[config.mk]
export PLATFORM = sky130hd
export DESIGN_NAME = subleq_sequencer_flat
export DESIGN_NICKNAME = d
export VERILOG_FILES = /design/src/rtl/subleq_sequencer_if.sv /design/src/rtl/subleq_sequencer.sv /design/src/flat_wrapper.sv
export SDC_FILE = /design/constraint.sdc
export NUM_CORES = 1
export LEC_CHECK = 0
export ABC_AREA = 1
export BUFFER_PORTS_ARGS = -buffer_cell sky130_fd_sc_hd__buf_4
export CORE_AREA = 5 5 118 109
export CTS_BUF_LIST = sky130_fd_sc_hd__clkbuf_8
export DETAILED_ROUTE_END_ITERATION = 8
export DIE_AREA = 0 0 123 114
export PLACE_DENSITY = 0.51
export SKIP_LAST_GASP = 1
export SYNTH_ARGS = -nofsm -noshare
export SYNTH_HDL_FRONTEND = slang
export SYNTH_SLANG_ARGS = --single-unit
export TNS_END_PERCENT = 20
[constraint.sdc]
create_clock -name clk -period 2.8 [get_ports clk]
set_clock_uncertainty 0.05 [all_clocks]
set_input_delay 0.84 -clock clk [delete_from_list [all_inputs] [get_ports clk]]
set_output_delay 0.84 -clock clk [all_outputs]
set_load 0.005 [all_outputs]
[src/rtl/subleq_sequencer_if.sv]
`default_nettype none
// ============================================================================
// Module      : subleq_sequencer_if
// Description : Memory and subtractor bus seen by the SUBLEQ control sequencer.
// Revision    : 1.0 - initial release
// ============================================================================
interface subleq_sequencer_if #(
    parameter int DATA_WIDTH = 8
);
    logic                  start;
    logic [DATA_WIDTH-1:0] mem_addr;
    logic                  mem_rd_en;
    logic                  mem_wr_en;
    logic [DATA_WIDTH-1:0] mem_wdata;
    logic [DATA_WIDTH-1:0] mem_rdata;
    logic                  mem_ready;
    logic [DATA_WIDTH-1:0] sub_a;
    logic [DATA_WIDTH-1:0] sub_b;
    logic                  sub_show;
    logic [DATA_WIDTH-1:0] sub_diff;
    logic                  sub_leq;
    logic [DATA_WIDTH-1:0] pc_out;
    logic                  busy;
    logic                  halt;
    logic                  retire;

    // Sequencer side: masters the memory bus and drives the subtractor operands.
    modport master (
        input  start, mem_rdata, mem_ready, sub_diff, sub_leq,
        output mem_addr, mem_rd_en, mem_wr_en, mem_wdata,
        output sub_a, sub_b, sub_show, pc_out, busy, halt, retire
    );

    // Environment side: memory, subtractor and the controlling host.
    modport slave (
        output start, mem_rdata, mem_ready, sub_diff, sub_leq,
        input  mem_addr, mem_rd_en, mem_wr_en, mem_wdata,
        input  sub_a, sub_b, sub_show, pc_out, busy, halt, retire
    );
endinterface
`default_nettype wire

[src/rtl/subleq_sequencer.sv]
`default_nettype none
// ============================================================================
// Module      : subleq_sequencer
// Description : Fetch/load/execute/write-back control FSM for a SUBLEQ machine.
// Revision    : 1.0 - initial release
// ============================================================================
module subleq_sequencer #(
    parameter int                    DATA_WIDTH = 8,
    parameter logic [DATA_WIDTH-1:0] RESET_PC   = '0
) (
    input  logic               clk,
    input  logic               rst,
    subleq_sequencer_if.master bus
);

    localparam logic [DATA_WIDTH-1:0] c_ONE      = DATA_WIDTH'(1);
    localparam logic [DATA_WIDTH-1:0] c_TWO      = DATA_WIDTH'(2);
    localparam logic [DATA_WIDTH-1:0] c_THREE    = DATA_WIDTH'(3);
    localparam logic [DATA_WIDTH-1:0] c_ALL_ONES = '1;

    typedef enum logic [3:0] {
        S_IDLE    = 4'd0,
        S_FETCH_A = 4'd1,
        S_FETCH_B = 4'd2,
        S_FETCH_C = 4'd3,
        S_LOAD_A  = 4'd4,
        S_LOAD_B  = 4'd5,
        S_EXEC    = 4'd6,
        S_WRITE   = 4'd7,
        S_HALTED  = 4'd8
    } state_t;

    state_t                r_state;
    state_t                w_state_nxt;
    logic [DATA_WIDTH-1:0] r_pc;
    logic [DATA_WIDTH-1:0] r_a_addr;
    logic [DATA_WIDTH-1:0] r_b_addr;
    logic [DATA_WIDTH-1:0] r_c_addr;
    logic [DATA_WIDTH-1:0] r_sub_a;
    logic [DATA_WIDTH-1:0] r_sub_b;
    logic [DATA_WIDTH-1:0] r_diff;
    logic                  r_leq;
    logic                  r_retire;

    logic [DATA_WIDTH-1:0] w_addr;
    logic                  w_rd_en;
    logic                  w_wr_en;
    logic [DATA_WIDTH-1:0] w_wdata;
    logic                  w_show;
    logic                  w_retire_nxt;
    logic [DATA_WIDTH-1:0] w_pc_nxt;
    logic                  w_rd_done;

    assign w_rd_done = w_rd_en & bus.mem_ready;

    always_ff @(posedge clk) begin
        if (rst) begin
            r_state  <= S_IDLE;
            r_pc     <= RESET_PC;
            r_a_addr <= '0;
            r_b_addr <= '0;
            r_c_addr <= '0;
            r_sub_a  <= '0;
            r_sub_b  <= '0;
            r_diff   <= '0;
            r_leq    <= 1'b0;
            r_retire <= 1'b0;
        end else begin
            r_state  <= w_state_nxt;
            r_retire <= w_retire_nxt;
            r_pc     <= w_pc_nxt;
            if (w_rd_done) begin
                case (r_state)
                    S_FETCH_A: r_a_addr <= bus.mem_rdata;
                    S_FETCH_B: r_b_addr <= bus.mem_rdata;
                    S_FETCH_C: r_c_addr <= bus.mem_rdata;
                    S_LOAD_A:  r_sub_b  <= bus.mem_rdata;
                    S_LOAD_B:  r_sub_a  <= bus.mem_rdata;
                    default: ;
                endcase
            end
            if (r_state == S_EXEC) begin
                r_diff <= bus.sub_diff;
                r_leq  <= bus.sub_leq;
            end
        end
    end

    always_comb begin
        w_state_nxt  = r_state;
        w_addr       = '0;
        w_rd_en      = 1'b0;
        w_wr_en      = 1'b0;
        w_wdata      = '0;
        w_show       = 1'b0;
        w_retire_nxt = 1'b0;
        w_pc_nxt     = r_pc;
        case (r_state)
            S_IDLE: begin
                if (bus.start) w_state_nxt = S_FETCH_A;
            end
            S_FETCH_A: begin
                w_addr  = r_pc;
                w_rd_en = 1'b1;
                if (bus.mem_ready) w_state_nxt = S_FETCH_B;
            end
            S_FETCH_B: begin
                w_addr  = r_pc + c_ONE;
                w_rd_en = 1'b1;
                if (bus.mem_ready) w_state_nxt = S_FETCH_C;
            end
            S_FETCH_C: begin
                w_addr  = r_pc + c_TWO;
                w_rd_en = 1'b1;
                if (bus.mem_ready) w_state_nxt = S_LOAD_A;
            end
            S_LOAD_A: begin
                w_addr  = r_a_addr;
                w_rd_en = 1'b1;
                if (bus.mem_ready) w_state_nxt = S_LOAD_B;
            end
            S_LOAD_B: begin
                w_addr  = r_b_addr;
                w_rd_en = 1'b1;
                if (bus.mem_ready) w_state_nxt = S_EXEC;
            end
            S_EXEC: begin
                w_show      = 1'b1;
                w_state_nxt = S_WRITE;
            end
            S_WRITE: begin
                w_addr  = r_b_addr;
                w_wr_en = 1'b1;
                w_wdata = r_diff;
                if (bus.mem_ready) begin
                    w_retire_nxt = 1'b1;
                    // A taken branch to the all-ones address is the halt idiom.
                    if (r_leq && (r_c_addr == c_ALL_ONES)) begin
                        w_state_nxt = S_HALTED;
                    end else if (r_leq) begin
                        w_pc_nxt    = r_c_addr;
                        w_state_nxt = S_FETCH_A;
                    end else begin
                        w_pc_nxt    = r_pc + c_THREE;
                        w_state_nxt = S_FETCH_A;
                    end
                end
            end
            S_HALTED: begin
                w_state_nxt = S_HALTED;
            end
            default: begin
                w_state_nxt = S_IDLE;
            end
        endcase
    end

    // Strobes are masked by reset so no access can complete on the reset edge.
    assign bus.mem_addr  = w_addr;
    assign bus.mem_rd_en = w_rd_en & ~rst;
    assign bus.mem_wr_en = w_wr_en & ~rst;
    assign bus.mem_wdata = w_wdata;
    assign bus.sub_a     = r_sub_a;
    assign bus.sub_b     = r_sub_b;
    assign bus.sub_show  = w_show;
    assign bus.pc_out    = r_pc;
    assign bus.busy      = (r_state != S_IDLE) && (r_state != S_HALTED);
    assign bus.halt      = (r_state == S_HALTED);
    assign bus.retire    = r_retire;

endmodule
`default_nettype wire

[src/flat_wrapper.sv]
// flat-port wrapper written by rule: the top's interface ports become plain ports
module subleq_sequencer_flat 
#(
    parameter int                    DATA_WIDTH = 8,
    parameter logic [DATA_WIDTH-1:0] RESET_PC   = '0
)
  (clk, rst, bus_start, bus_mem_rdata, bus_mem_ready, bus_sub_diff, bus_sub_leq, bus_mem_addr, bus_mem_rd_en, bus_mem_wr_en, bus_mem_wdata, bus_sub_a, bus_sub_b, bus_sub_show, bus_pc_out, bus_busy, bus_halt, bus_retire);
  subleq_sequencer_if #(.DATA_WIDTH(DATA_WIDTH)) bus_i ();
  input  logic clk;
  input  logic rst;
  input wire logic [$bits(bus_i.start)-1:0] bus_start;
  input wire logic [$bits(bus_i.mem_rdata)-1:0] bus_mem_rdata;
  input wire logic [$bits(bus_i.mem_ready)-1:0] bus_mem_ready;
  input wire logic [$bits(bus_i.sub_diff)-1:0] bus_sub_diff;
  input wire logic [$bits(bus_i.sub_leq)-1:0] bus_sub_leq;
  output wire logic [$bits(bus_i.mem_addr)-1:0] bus_mem_addr;
  output wire logic [$bits(bus_i.mem_rd_en)-1:0] bus_mem_rd_en;
  output wire logic [$bits(bus_i.mem_wr_en)-1:0] bus_mem_wr_en;
  output wire logic [$bits(bus_i.mem_wdata)-1:0] bus_mem_wdata;
  output wire logic [$bits(bus_i.sub_a)-1:0] bus_sub_a;
  output wire logic [$bits(bus_i.sub_b)-1:0] bus_sub_b;
  output wire logic [$bits(bus_i.sub_show)-1:0] bus_sub_show;
  output wire logic [$bits(bus_i.pc_out)-1:0] bus_pc_out;
  output wire logic [$bits(bus_i.busy)-1:0] bus_busy;
  output wire logic [$bits(bus_i.halt)-1:0] bus_halt;
  output wire logic [$bits(bus_i.retire)-1:0] bus_retire;
  assign bus_i.start = bus_start;
  assign bus_i.mem_rdata = bus_mem_rdata;
  assign bus_i.mem_ready = bus_mem_ready;
  assign bus_i.sub_diff = bus_sub_diff;
  assign bus_i.sub_leq = bus_sub_leq;
  assign bus_mem_addr = bus_i.mem_addr;
  assign bus_mem_rd_en = bus_i.mem_rd_en;
  assign bus_mem_wr_en = bus_i.mem_wr_en;
  assign bus_mem_wdata = bus_i.mem_wdata;
  assign bus_sub_a = bus_i.sub_a;
  assign bus_sub_b = bus_i.sub_b;
  assign bus_sub_show = bus_i.sub_show;
  assign bus_pc_out = bus_i.pc_out;
  assign bus_busy = bus_i.busy;
  assign bus_halt = bus_i.halt;
  assign bus_retire = bus_i.retire;
  subleq_sequencer #(.DATA_WIDTH(DATA_WIDTH), .RESET_PC(RESET_PC)) u_core (.clk(clk), .rst(rst), .bus(bus_i));
endmodule
==> results.yml <==
run_status:
  status: "finished clean"
setup_path:
  crit_family: "simple AND/OR/NAND/NOR gates"
  worstPathCellList: "nor2_4 -> nand2_1 -> nor2_4 -> nand2_1 -> o211ai_1 -> a21o_1 -> buf_4"
  reg2reg_depth: 6
  crit_type: "reg2out"
  crit_cells: 7
  crit_start: "u_core.r_state[3]$_SDFFE_PP0P_"
  cp.required_ns: 1.91
  cpPeakStageDelay_ns: 0.42
  end_kind: "output port"
  startpoint_type: "register"
  crit_buf_inv: 1
  r2r_slack_ns: 1.08
  r2r-start: "u_core.r_state[1]$_SDFFE_PP0P_"
  r2r-end: "u_core.bus.pc_out[4]$_SDFFE_PP0P_"
  crit_arrival_ns: 1.80
  cpMaxStageDelayCell: "dfxtp_1"
  critPathMaxFanout: 7
  crit_end: "bus_mem_addr[5]"
synthesis:
  synth_top_area_share: 0.3851
  syn_area_um2: 3223
  synth_fp_nets: 501
  synth_area_leaders: "dfxtp_1 (39%), nor2_1 (9.4%), o21ai_0 (8.2%), nand2_1 (8.2%), nand3_1 (7.6%)"
  yosysMostFrequentCell: "nor2_1"
  synth_warnings: 0
  syn_area_per_cell_um2: 6.785
  synth_ff_type: "dfxtp_1"
  synthDistinctLibCells: 32
  synth_seq_cells: 62
  async_flop_share: 0
  ys_seq_area_frac: 0.3851
  synth_common_cells: "nor2_1 (81), nand2_1 (70), dfxtp_1 (62)"
  syn_inst: 475
  synth_edf_count: 0
  yosysTopAreaCell: "dfxtp_1"
run:
  drv_cap: 0
die:
  core_area_um2: 11650
  ios: 67
  start_util: 0.2767
  dieWidth_um: 123
  row_count: 38
  die_h_um: 114
  die_area_um2: 14020
clock_tree:
  ctsHoldBuffers: 0
  cts-buffers-inserted: 9
  cts-root-buf: "clkbuf_8"
  clk_pin_slew_worst_paths_ns: 0.07
  worstSkewPairLatency_ns: 0.34
  cts_max_level: 3
  cts.sinks: 62
  ctsResizeCount: 1
  clock_path_buffers: 2
  tritoncts: "yes"
  cts_setup_buffers: 0
sta:
  setup_tns_ns: 0
  final_max_slew_viol_count: 0
  fin_crit_ns: 2.694
  tightest_slew_ns: 0.4321
  hold_ws_ns: 0.3980
  period_share: 0.9621
  setup_viol: 0
  rsz0062_at_grt: "true"
  finalHoldViolations: 0
  slew_headroom: 0.7110
  fmax_mhz: 371.2
pwr:
  p_seq_frac: 0.407
  intPower_uw: 1625
  finalPower_uw: 2571
  p_per_area_nw_per_um2: 628.5
  p_sw_frac: 0.3682
  ir_drop_v: 0.0002827
  p_sw_uw: 946.9
  p_leak_uw: 0.001820
  p_comb_frac: 0.294
  clkPwrFrac: 0.299
drt:
  ant_nets: 0
  wl_mm: 10.20
  drc: 0
  vias: 3295
  viasPerCell: 4.661
  wl_per_cell_um: 14.42
  drtPass1Iterations: 4
  drt_iter0_markers: 202
grt:
  grt_max_degree: 33
  antenna_found_initial: 0
  grtUsageTotal: 0.1481
  grt_pass1_wl_mm: 16.28
  grt_overflow: 0
  grt_pass1_vias: 3222
final_layout:
  fin_nets: 568
  stdcell_area_um2: 4091
  syn_to_final_growth_pct: 26.94
  fillers: 1276
  drive_gt1_frac: 0.2249
  diodes: 0
placement:
  port_buffers: 66
  hpwl_mm: 7.610
  routabilityCongestion: 0.8894
  placed_cell_area_um2: 3891
hold_path:
  hold_path.class: "reg2reg"
-- sequential cells by signal, indices dropped and copies added, names as in the netlist --
register / count
u_core.bus.sub_b: 8
u_core.r_b_addr: 8
u_core.r_a_addr: 8
u_core.r_c_addr: 8
u_core.r_state: 4
u_core.bus.pc_out: 8
u_core.bus.retire: 1
u_core.r_leq: 1
u_core.bus.sub_a: 8
u_core.r_diff: 8
-- worst min-delay path, cell delays in order (launching register included) --
cell and delay, ns:
dfxtp_1 0.31, inv_1 0.05, a21oi_1 0.05
-- placed cells by master, fill, tap and decap left out, types with 2 or more instances in the layout --
master	synthesis	layout
nor2_1	81	80
buf_4	4	75
nand2_1	70	70
dfxtp_1	62	57
o21ai_0	53	53
inv_1	48	50
nand3_1	49	49
a21oi_1	40	40
inv_2	9	9
clkbuf_8	0	9
o21ai_1	7	7
ha_1	5	5
dfxtp_2	0	5
nand3_2	4	4
nor3_1	4	4
nor2_4	3	3
o211ai_1	3	3
nand4_1	3	3
nor2_8	2	2
nand2_2	2	2
nor2_2	1	2
nand2_4	2	2
clkinv_4	0	2
-- area by class of cell --
type                       instances  area [um2]  area share
clock buffer                       9       123.9     0.03028
inverter                          58       220.2     0.05382
clock inverter                     7       67.56     0.01651
multi-input combinational        336        1669      0.4080
timing repair buffer              75       563.0      0.1376
sequential                        62        1247      0.3049
tap                              160       200.2     0.04893
-- routing by layer --
metal,GRT usage,share of wire,routed length (um),vias to the layer above
met3,0.03818,0.060,612,12
met5,0,0,0,-
met2,0.2441,0.48,4854,86
met1,0.1925,0.45,4569,1515
li1,-,-,-,1682
met4,0.03985,0.015,158,0
-- cell families (layout without fill, tap and decap cells) --
| logic type | Yosys count | after routing | share of synthesized area |
|---|---|---|---|
| fa+ha+maj | 5 | 5 | 0.01941 |
| buf+inv | 77 | 149 | 0.09783 |
| compound gates | 107 | 107 | 0.1720 |
| simple gates | 224 | 224 | 0.3257 |
| flops | 62 | 62 | 0.3851 |
-- how the worst min path moves through the flow --
stage                                startpoint                          endpoint  slack, ns  cells past startpoint
2_1_floorplan     u_core.r_diff[0]$_SDFFE_PP0P_     u_core.r_diff[0]$_SDFFE_PP0P_       0.38                      2
3_3_place_gp   u_core.bus.sub_b[0]$_SDFFE_PP0P_  u_core.bus.sub_b[0]$_SDFFE_PP0P_       0.39                      2
3_5_place_dp   u_core.bus.sub_b[7]$_SDFFE_PP0P_  u_core.bus.sub_b[7]$_SDFFE_PP0P_       0.39                      2
4_1_cts        u_core.bus.sub_b[7]$_SDFFE_PP0P_  u_core.bus.sub_b[7]$_SDFFE_PP0P_       0.40                      2
5_1_grt        u_core.bus.sub_b[0]$_SDFFE_PP0P_  u_core.bus.sub_b[0]$_SDFFE_PP0P_       0.43                      2
6_report       u_core.bus.sub_b[7]$_SDFFE_PP0P_  u_core.bus.sub_b[7]$_SDFFE_PP0P_       0.40                      2
-- through the flow --
| step | setup slack (ns) | cells | utilization |
|---|---|---|---|
| after floorplan | 0.5504 | 475 | - |
| after global placement | 0.3409 | 691 | 0.3340 |
| after detailed placement | 0.3374 | 691 | 0.3340 |
| after CTS | 0.01734 | 707 | 0.3507 |
| after global routing | -0.02601 | 707 | 0.3512 |
| final | 0.1060 | 707 | 0.3512 |
-- power by group through the flow --
| stage | Combinational, uW | Sequential, uW | Clock (uW) |
|---|---|---|---|
| 6_report | 756 | 1050 | 768 |
| 5_1_grt | 847 | 1060 | 833 |
| 4_1_cts | 759 | 1040 | 794 |
| 3_5_place_dp | 756 | 1060 | 0 |
| 3_3_place_gp | 754 | 1060 | 0 |
| 2_1_floorplan | 556 | 1010 | 0 |
No activity file was read; power rests on OpenSTA's default activity.
